## src/rtl/seq_alu_mul_if.sv

```systemverilog
`default_nettype none
// ============================================================================
// Module   : seq_alu_mul_if
// Brief    : Operand/result handshake bundle for the sequential ALU/multiplier.
// Revision : 1.0 - initial release
// ============================================================================
interface seq_alu_mul_if #(
    parameter int WIDTH = 32
);
    logic             in_valid;
    logic             in_ready;
    logic [WIDTH-1:0] in1;
    logic [WIDTH-1:0] in2;
    logic [3:0]       alu_ctl;
    logic             out_valid;
    logic             out_ready;
    logic [WIDTH-1:0] result;
    logic [WIDTH-1:0] result_hi;
    logic             carry_out;
    logic             overflow;
    logic             zero;
    logic             err;

    modport slave (
        input  in_valid, in1, in2, alu_ctl, out_ready,
        output in_ready, out_valid, result, result_hi, carry_out, overflow, zero, err
    );

    modport master (
        output in_valid, in1, in2, alu_ctl, out_ready,
        input  in_ready, out_valid, result, result_hi, carry_out, overflow, zero, err
    );
endinterface
`default_nettype wire

```

## src/rtl/seq_alu_mul.sv

```systemverilog
`default_nettype none
// ============================================================================
// Module   : seq_alu_mul
// Brief    : Handshaked registered ALU with SLT/NOR and shift-add unsigned MUL.
// Revision : 1.0 - initial release
// ============================================================================
module seq_alu_mul #(
    parameter int WIDTH = 32
) (
    input  wire logic      clk,
    input  wire logic      rst,
    seq_alu_mul_if.slave   bus
);
    localparam int CW = $clog2(WIDTH + 1);

    localparam logic [1:0] c_IDLE = 2'd0;
    localparam logic [1:0] c_MUL  = 2'd1;
    localparam logic [1:0] c_DONE = 2'd2;

    localparam logic [CW-1:0] c_LAST = CW'(WIDTH - 1);

    logic [1:0]         state_q, state_d;
    logic [WIDTH-1:0]   result_q, result_hi_q;
    logic               carry_q, ovf_q, zero_q, err_q;
    logic [2*WIDTH-1:0] mcand_q, acc_q;
    logic [WIDTH-1:0]   mplier_q;
    logic [CW-1:0]      count_q;

    logic               w_accept, w_is_mul;
    logic [WIDTH-1:0]   w_b_eff;
    logic [WIDTH:0]     w_sum;
    logic               w_as_ovf;
    logic [WIDTH-1:0]   w_res;
    logic               w_carry, w_ovf, w_err;
    logic [2*WIDTH-1:0] w_acc_next;

    assign w_accept = bus.in_valid && (state_q == c_IDLE);
    assign w_is_mul = (bus.alu_ctl == 4'b0011);

    // Shared adder: bnegate selects A + ~B + 1, which serves SUB and SLT.
    assign w_b_eff  = bus.alu_ctl[2] ? ~bus.in2 : bus.in2;
    assign w_sum    = {1'b0, bus.in1} + {1'b0, w_b_eff} + {{WIDTH{1'b0}}, bus.alu_ctl[2]};
    assign w_as_ovf = (bus.in1[WIDTH-1] == w_b_eff[WIDTH-1]) &&
                      (w_sum[WIDTH-1] != bus.in1[WIDTH-1]);

    always_comb begin
        w_res   = '0;
        w_carry = 1'b0;
        w_ovf   = 1'b0;
        w_err   = 1'b0;
        case (bus.alu_ctl)
            4'b0000: w_res = bus.in1 & bus.in2;
            4'b0001: w_res = bus.in1 | bus.in2;
            4'b1100: w_res = ~(bus.in1 | bus.in2);
            4'b0010, 4'b0110: begin
                w_res   = w_sum[WIDTH-1:0];
                w_carry = w_sum[WIDTH];
                w_ovf   = w_as_ovf;
            end
            4'b0111: w_res = {{(WIDTH-1){1'b0}}, w_sum[WIDTH-1] ^ w_as_ovf};
            4'b0011: w_res = '0;
            default: w_err = 1'b1;
        endcase
    end

    assign w_acc_next = acc_q + (mplier_q[0] ? mcand_q : {(2*WIDTH){1'b0}});

    always_comb begin
        state_d = state_q;
        case (state_q)
            c_IDLE:  if (w_accept) state_d = w_is_mul ? c_MUL : c_DONE;
            c_MUL:   if (count_q == c_LAST) state_d = c_DONE;
            c_DONE:  if (bus.out_ready) state_d = c_IDLE;
            default: state_d = c_IDLE;
        endcase
    end

    always_ff @(posedge clk or posedge rst) begin
        if (rst) begin
            state_q     <= c_IDLE;
            result_q    <= '0;
            result_hi_q <= '0;
            carry_q     <= 1'b0;
            ovf_q       <= 1'b0;
            zero_q      <= 1'b0;
            err_q       <= 1'b0;
            mcand_q     <= '0;
            acc_q       <= '0;
            mplier_q    <= '0;
            count_q     <= '0;
        end else begin
            state_q <= state_d;
            if (w_accept) begin
                if (w_is_mul) begin
                    mcand_q  <= {{WIDTH{1'b0}}, bus.in1};
                    mplier_q <= bus.in2;
                    acc_q    <= '0;
                    count_q  <= '0;
                end else begin
                    result_q    <= w_res;
                    result_hi_q <= '0;
                    carry_q     <= w_carry;
                    ovf_q       <= w_ovf;
                    zero_q      <= (w_res == '0);
                    err_q       <= w_err;
                end
            end
            if (state_q == c_MUL) begin
                acc_q    <= w_acc_next;
                mcand_q  <= mcand_q << 1;
                mplier_q <= mplier_q >> 1;
                count_q  <= count_q + CW'(1);
                if (count_q == c_LAST) begin
                    result_q    <= w_acc_next[WIDTH-1:0];
                    result_hi_q <= w_acc_next[2*WIDTH-1:WIDTH];
                    carry_q     <= 1'b0;
                    ovf_q       <= |w_acc_next[2*WIDTH-1:WIDTH];
                    zero_q      <= (w_acc_next[WIDTH-1:0] == '0);
                    err_q       <= 1'b0;
                end
            end
        end
    end

    assign bus.in_ready  = (state_q == c_IDLE);
    assign bus.out_valid = (state_q == c_DONE);
    assign bus.result    = result_q;
    assign bus.result_hi = result_hi_q;
    assign bus.carry_out = carry_q;
    assign bus.overflow  = ovf_q;
    assign bus.zero      = zero_q;
    assign bus.err       = err_q;
endmodule
`default_nettype wire

```

## src/flat_wrapper.sv

```systemverilog
// flat-port wrapper written by rule: the top's interface ports become plain ports
module seq_alu_mul_flat 
#(
    parameter int WIDTH = 32
)
  (clk, rst, bus_in_valid, bus_in1, bus_in2, bus_alu_ctl, bus_out_ready, bus_in_ready, bus_out_valid, bus_result, bus_result_hi, bus_carry_out, bus_overflow, bus_zero, bus_err);
  seq_alu_mul_if #(.WIDTH(WIDTH)) bus_i ();
  input  wire logic clk;
  input  wire logic rst;
  input wire logic [$bits(bus_i.in_valid)-1:0] bus_in_valid;
  input wire logic [$bits(bus_i.in1)-1:0] bus_in1;
  input wire logic [$bits(bus_i.in2)-1:0] bus_in2;
  input wire logic [$bits(bus_i.alu_ctl)-1:0] bus_alu_ctl;
  input wire logic [$bits(bus_i.out_ready)-1:0] bus_out_ready;
  output wire logic [$bits(bus_i.in_ready)-1:0] bus_in_ready;
  output wire logic [$bits(bus_i.out_valid)-1:0] bus_out_valid;
  output wire logic [$bits(bus_i.result)-1:0] bus_result;
  output wire logic [$bits(bus_i.result_hi)-1:0] bus_result_hi;
  output wire logic [$bits(bus_i.carry_out)-1:0] bus_carry_out;
  output wire logic [$bits(bus_i.overflow)-1:0] bus_overflow;
  output wire logic [$bits(bus_i.zero)-1:0] bus_zero;
  output wire logic [$bits(bus_i.err)-1:0] bus_err;
  assign bus_i.in_valid = bus_in_valid;
  assign bus_i.in1 = bus_in1;
  assign bus_i.in2 = bus_in2;
  assign bus_i.alu_ctl = bus_alu_ctl;
  assign bus_i.out_ready = bus_out_ready;
  assign bus_in_ready = bus_i.in_ready;
  assign bus_out_valid = bus_i.out_valid;
  assign bus_result = bus_i.result;
  assign bus_result_hi = bus_i.result_hi;
  assign bus_carry_out = bus_i.carry_out;
  assign bus_overflow = bus_i.overflow;
  assign bus_zero = bus_i.zero;
  assign bus_err = bus_i.err;
  seq_alu_mul #(.WIDTH(WIDTH)) u_core (.clk(clk), .rst(rst), .bus(bus_i));
endmodule
```

## config.mk

```make
export PLATFORM = sky130hd
export DESIGN_NAME = seq_alu_mul_flat
export DESIGN_NICKNAME = d
export VERILOG_FILES = /design/src/rtl/seq_alu_mul_if.sv /design/src/rtl/seq_alu_mul.sv /design/src/flat_wrapper.sv
export SDC_FILE = /design/constraint.sdc
export NUM_CORES = 1
export LEC_CHECK = 0
export CAP_MARGIN = 40
export CORE_MARGIN = 4
export CORE_UTILIZATION = 57
export DETAILED_ROUTE_END_ITERATION = 8
export PLACE_DENSITY = 0.79
export SYNTH_ARGS = -nofsm -noshare
export SYNTH_HDL_FRONTEND = slang
export SYNTH_SLANG_ARGS = --single-unit
export TNS_END_PERCENT = 50
```

## constraint.sdc

```tcl
create_clock -name clk -period 10.3 [get_ports clk]
set_input_delay 2.06 -clock clk [delete_from_list [all_inputs] [get_ports clk]]
set_output_delay 2.06 -clock clk [all_outputs]
set_load 0.02 [all_outputs]
```

==> metrics.log <==
INFO  metric path_class = flop to flop
INFO  metric timing.final.ws_setup = 4.434 ns
INFO  metric finalHoldViolCount = 0
INFO  metric buffer_ports.inserted = 141
INFO  metric final_min_period_over_clock_period = 0.5695
INFO  metric clock_path_buffers = 3
INFO  metric power_switching_share = 0.4358
INFO  metric placement.cell_area = 18860 µm²
INFO  metric drtAntennaViolNets = 0
INFO  metric areaGrowthSynthToFinish = 15.86%
INFO  metric ys_types = 75
INFO  metric cts_tree = built
INFO  metric layout.cell_area.non_filler = 19880 µm²
INFO  metric yosysWarnings = 0
INFO  metric resize_count_post_cts = 0
INFO  metric timing.critical_path.slowest_stage_cell = dfrtp_1
INFO  metric drt-vias-per-instance = 6.493
INFO  metric io-pin-count = 142
INFO  metric yosys-mux-area-fraction = 0.009992
INFO  metric finalWorstPathRequiredPeriod = 5.866 ns
INFO  metric cp.arrival = 6.28 ns
INFO  metric chipHeight = 181.5 µm
INFO  metric finalPower = 5.090 mW
INFO  metric synth-edff-count = 0
INFO  metric worst_ep_required_time = 10.72 ns
INFO  metric synthesis.area_per_instance = 8.013 µm²
INFO  metric worstPathMaxFanout = 35
INFO  metric critPathBufInv = 1
INFO  metric cp_peak_stage_delay = 0.94 ns
INFO  metric post_synth_inst_count = 2141
INFO  metric syn_area = 17160 µm²
INFO  metric vias_after_detailed_routing = 16940
INFO  metric grt_first_pass_wirelength = 89040 µm
INFO  metric first_global_vias = 16320
INFO  metric finalHoldWorstSlack = 0.4769 ns
INFO  metric worstReg2RegEnd = u_core.bus.overflow$_DFF_PP0_
INFO  metric setup_viol_count_final = 0
INFO  metric synth-async-reset-ratio = 1.000
INFO  metric post_cts_hold_buffer_count = 0
INFO  metric timing.critical_path.to_type = flop
INFO  metric worst_rel_slew_slack = 0.3868
INFO  metric setup.reg_to_reg.worst_slack = 4.43 ns
INFO  metric cts-buffers-inserted = 28
INFO  metric power_frac_seq = 0.296
INFO  metric timing.fmax = 170.5 MHz
INFO  metric largest_net_degree_at_the_start_of_global_routing = 103
INFO  metric die_area = 32940 µm²
INFO  metric dominant_combinational_cell_family_by_area_after_synthesis = compound AO/OA/AOI/OAI gates
INFO  metric initial_utilization = 0.5788
INFO  metric synth-seq-area-share = 0.3442
INFO  metric layout_commonest_cell = nand2_1
INFO  metric combinationalPowerShare = 0.485
INFO  metric cts.clk_slew.worst_paths = 0.06 ns
INFO  metric antenna_found_initial = 0
INFO  metric totalWireLength = 55100 µm
INFO  metric tightest_slew = 0.9198 ns
INFO  metric setup-tns-final = 0 ns
INFO  metric ctsRootBufferMaster = clkbuf_16
INFO  metric setup_repair_after_global_routing_missed_its_margin = no
INFO  metric synth-seq-cells = 236
INFO  metric synth-simple-area-share = 0.2189
INFO  metric core_area = 29640 µm²
INFO  metric cp_top_family = simple AND/OR/NAND/NOR gates
INFO  metric global_route.usage.total = 0.3257
INFO  metric most_used_flip_flop_cell_after_synthesis = dfrtp_1
INFO  metric layout-drive-gt1-share = 0.04373
INFO  metric timing.critical_path.depth = 15
INFO  metric drt_pre_antenna_iters = 6
INFO  metric post-route-drc-count = 0
INFO  metric gr-total-overflow = 0
INFO  metric power.net_switching = 2.218 mW
INFO  metric routabilityCongestion = 0.9203
INFO  metric critical_path.most_common_cell = nor4_1
INFO  metric status = completed
INFO  metric worstHoldPathCells = 2
INFO  metric worstHoldPathType = flop to flop
INFO  metric chipWidth = 181.5 µm
INFO  metric power.share.clock = 0.218
INFO  metric initialDrtViolationCount = 1834
INFO  metric syn_nets = 2311
INFO  metric antenna_cells_inserted = 0
INFO  metric internal_power = 2.872 mW
INFO  metric tritoncts_num_sinks = 236
INFO  metric final.setup_skew = 0.01014 ns
INFO  metric max_cap_violations = 0
INFO  metric critical_path.cell_chain = buf_4, and2_1, ha_1, nand2_1, nor4_1, and3_1, o2111ai_1, o211ai_2, a31oi_1, xor2_1, nand4b_1, nor4b_1, nand4_1, nor4_1, a21oi_1
INFO  metric dp_hpwl = 40200 µm
INFO  metric layout_common_cells = nand2_1 (327), dfrtp_1 (236), o21ai_0 (201)
INFO  metric leakagePower = 8.685 nW
INFO  metric synth-xor-area-share = 0.05514
INFO  metric clock_insertion_delay_worst_skew = 0.55 ns
INFO  metric report.final.slew_viol_count = 0
INFO  metric startpoint_of_the_worst_hold_path = u_core.bus.result_hi[8]$_DFF_PP0_
INFO  metric ff2ff_path_depth = 15
INFO  metric total_power_density_per_cell_area = 256.1 nW/µm²
INFO  metric rows = 63
INFO  metric layout.filler_cells = 2531
INFO  metric start_kind = flop
INFO  metric whs_endpoint = u_core.bus.result_hi[8]$_DFF_PP0_
INFO  metric ctsHtreeMaxLevel = 1
INFO  metric critical_path.reg2reg.startpoint = u_core.mplier_q[0]$_DFFE_PP0P_
INFO  metric dp_worst_setup_slack = 4.034 ns
INFO  metric avgRoutedWirePerCell = 21.13 µm
INFO  metric yosys.area_share.adder = 0.07585
INFO  metric cts_setup_buffers = 0
INFO  metric final_nets = 2370
INFO  metric irDropWorstVdd = 0.1875 mV
INFO  metric synth-compound-area-share = 0.2614
## per-layer routing
metal	vias to the layer above	global-route usage	wire, µm
met5	-	0	0
met4	0	0.1060	2037
met3	140	0.03986	3865
met2	731	0.5199	24980
met1	8164	0.4646	24210
li1	7900	-	-
## cell usage after synthesis, drive strengths merged (15+ instances only)
cell / count / share of area
xnor2: 43 / 0.022
and2: 71 / 0.026
a31oi: 15 / 0.0055
nand4: 34 / 0.012
a22o: 15 / 0.0077
xor2: 65 / 0.033
o21a: 21 / 0.0092
nand2: 328 / 0.072
nor3: 38 / 0.011
a21oi: 169 / 0.050
ha: 96 / 0.070
o22ai: 34 / 0.012
clkbuf: 123 / 0.027
and3: 16 / 0.0058
o211ai: 52 / 0.023
nand2b: 19 / 0.0069
dfrtp: 236 / 0.34
inv: 19 / 0.0042
o21bai: 19 / 0.0085
a22oi: 35 / 0.015
mux2i: 16 / 0.0093
nor2: 161 / 0.035
nand3: 87 / 0.025
a21o: 52 / 0.023
o21ai: 207 / 0.060
## layout make-up
class	instances	area, µm²	area share
clock buffer	37	785.8	0.03953
clock inverter	11	230.2	0.01158
inverter	19	78.83	0.003966
multi-input combinational	1749	10720	0.5391
sequential	236	5906	0.2971
tap	390	488.0	0.02455
timing repair buffer	166	1672	0.08410
## tightest hold or removal path: stages (launching register included)
cell	delay, ns
dfrtp_1	0.34
nand2_1	0.04
o21ai_0	0.06
## logic make-up (layout without fill, tap and decap cells)
kind of cell	count (synthesis)	in the layout
simple gates	811	811
mux	17	17
flops	236	236
compound gates	709	709
xor+xnor	108	108
fa+ha+maj	104	104
buf+inv	156	233
## worst max-delay path by stage
stage                                               from                            end  slack [ns]
after floorplan                                      rst    u_core.acc_q[0]$_DFFE_PP0P_        1.77
after global placement                    bus_alu_ctl[2]      u_core.bus.zero$_DFF_PP0_        3.77
after detailed placement                     bus_in2[10]      u_core.bus.zero$_DFF_PP0_        4.03
after CTS                                     bus_in2[0]      u_core.bus.zero$_DFF_PP0_        4.60
after global routing      u_core.mplier_q[0]$_DFFE_PP0P_  u_core.bus.overflow$_DFF_PP0_        4.15
final                     u_core.mplier_q[0]$_DFFE_PP0P_  u_core.bus.overflow$_DFF_PP0_        4.43
## flip-flops by register name (all words and copies together) (netlist names)
signal / flops
u_core.mplier_q: 32
u_core.bus.result: 32
u_core.mcand_q: 64
u_core.state_q: 2
u_core.bus.result_hi: 32
u_core.bus.zero: 1
u_core.count_q: 6
u_core.bus.err: 1
u_core.bus.overflow: 1
u_core.acc_q: 64
u_core.bus.carry_out: 1
## power groups by stage
stage,Combinational (mW),Clock (mW),Sequential (mW)
3_3_place_gp,2.36,0,1.49
2_1_floorplan,1.74,0,1.45
4_1_cts,2.43,1.12,1.50
6_report,2.47,1.11,1.51
5_1_grt,2.73,1.16,1.54
3_5_place_dp,2.42,0,1.51
## through the flow
step / instances / utilization
floorplan: 2141 / -
global placement: 2554 / 0.6322
detailed placement: 2560 / 0.6363
CTS: 2608 / 0.6706
global route: 2608 / 0.6706
finish: 2608 / 0.6706
Power figures use the tool's default switching activity.
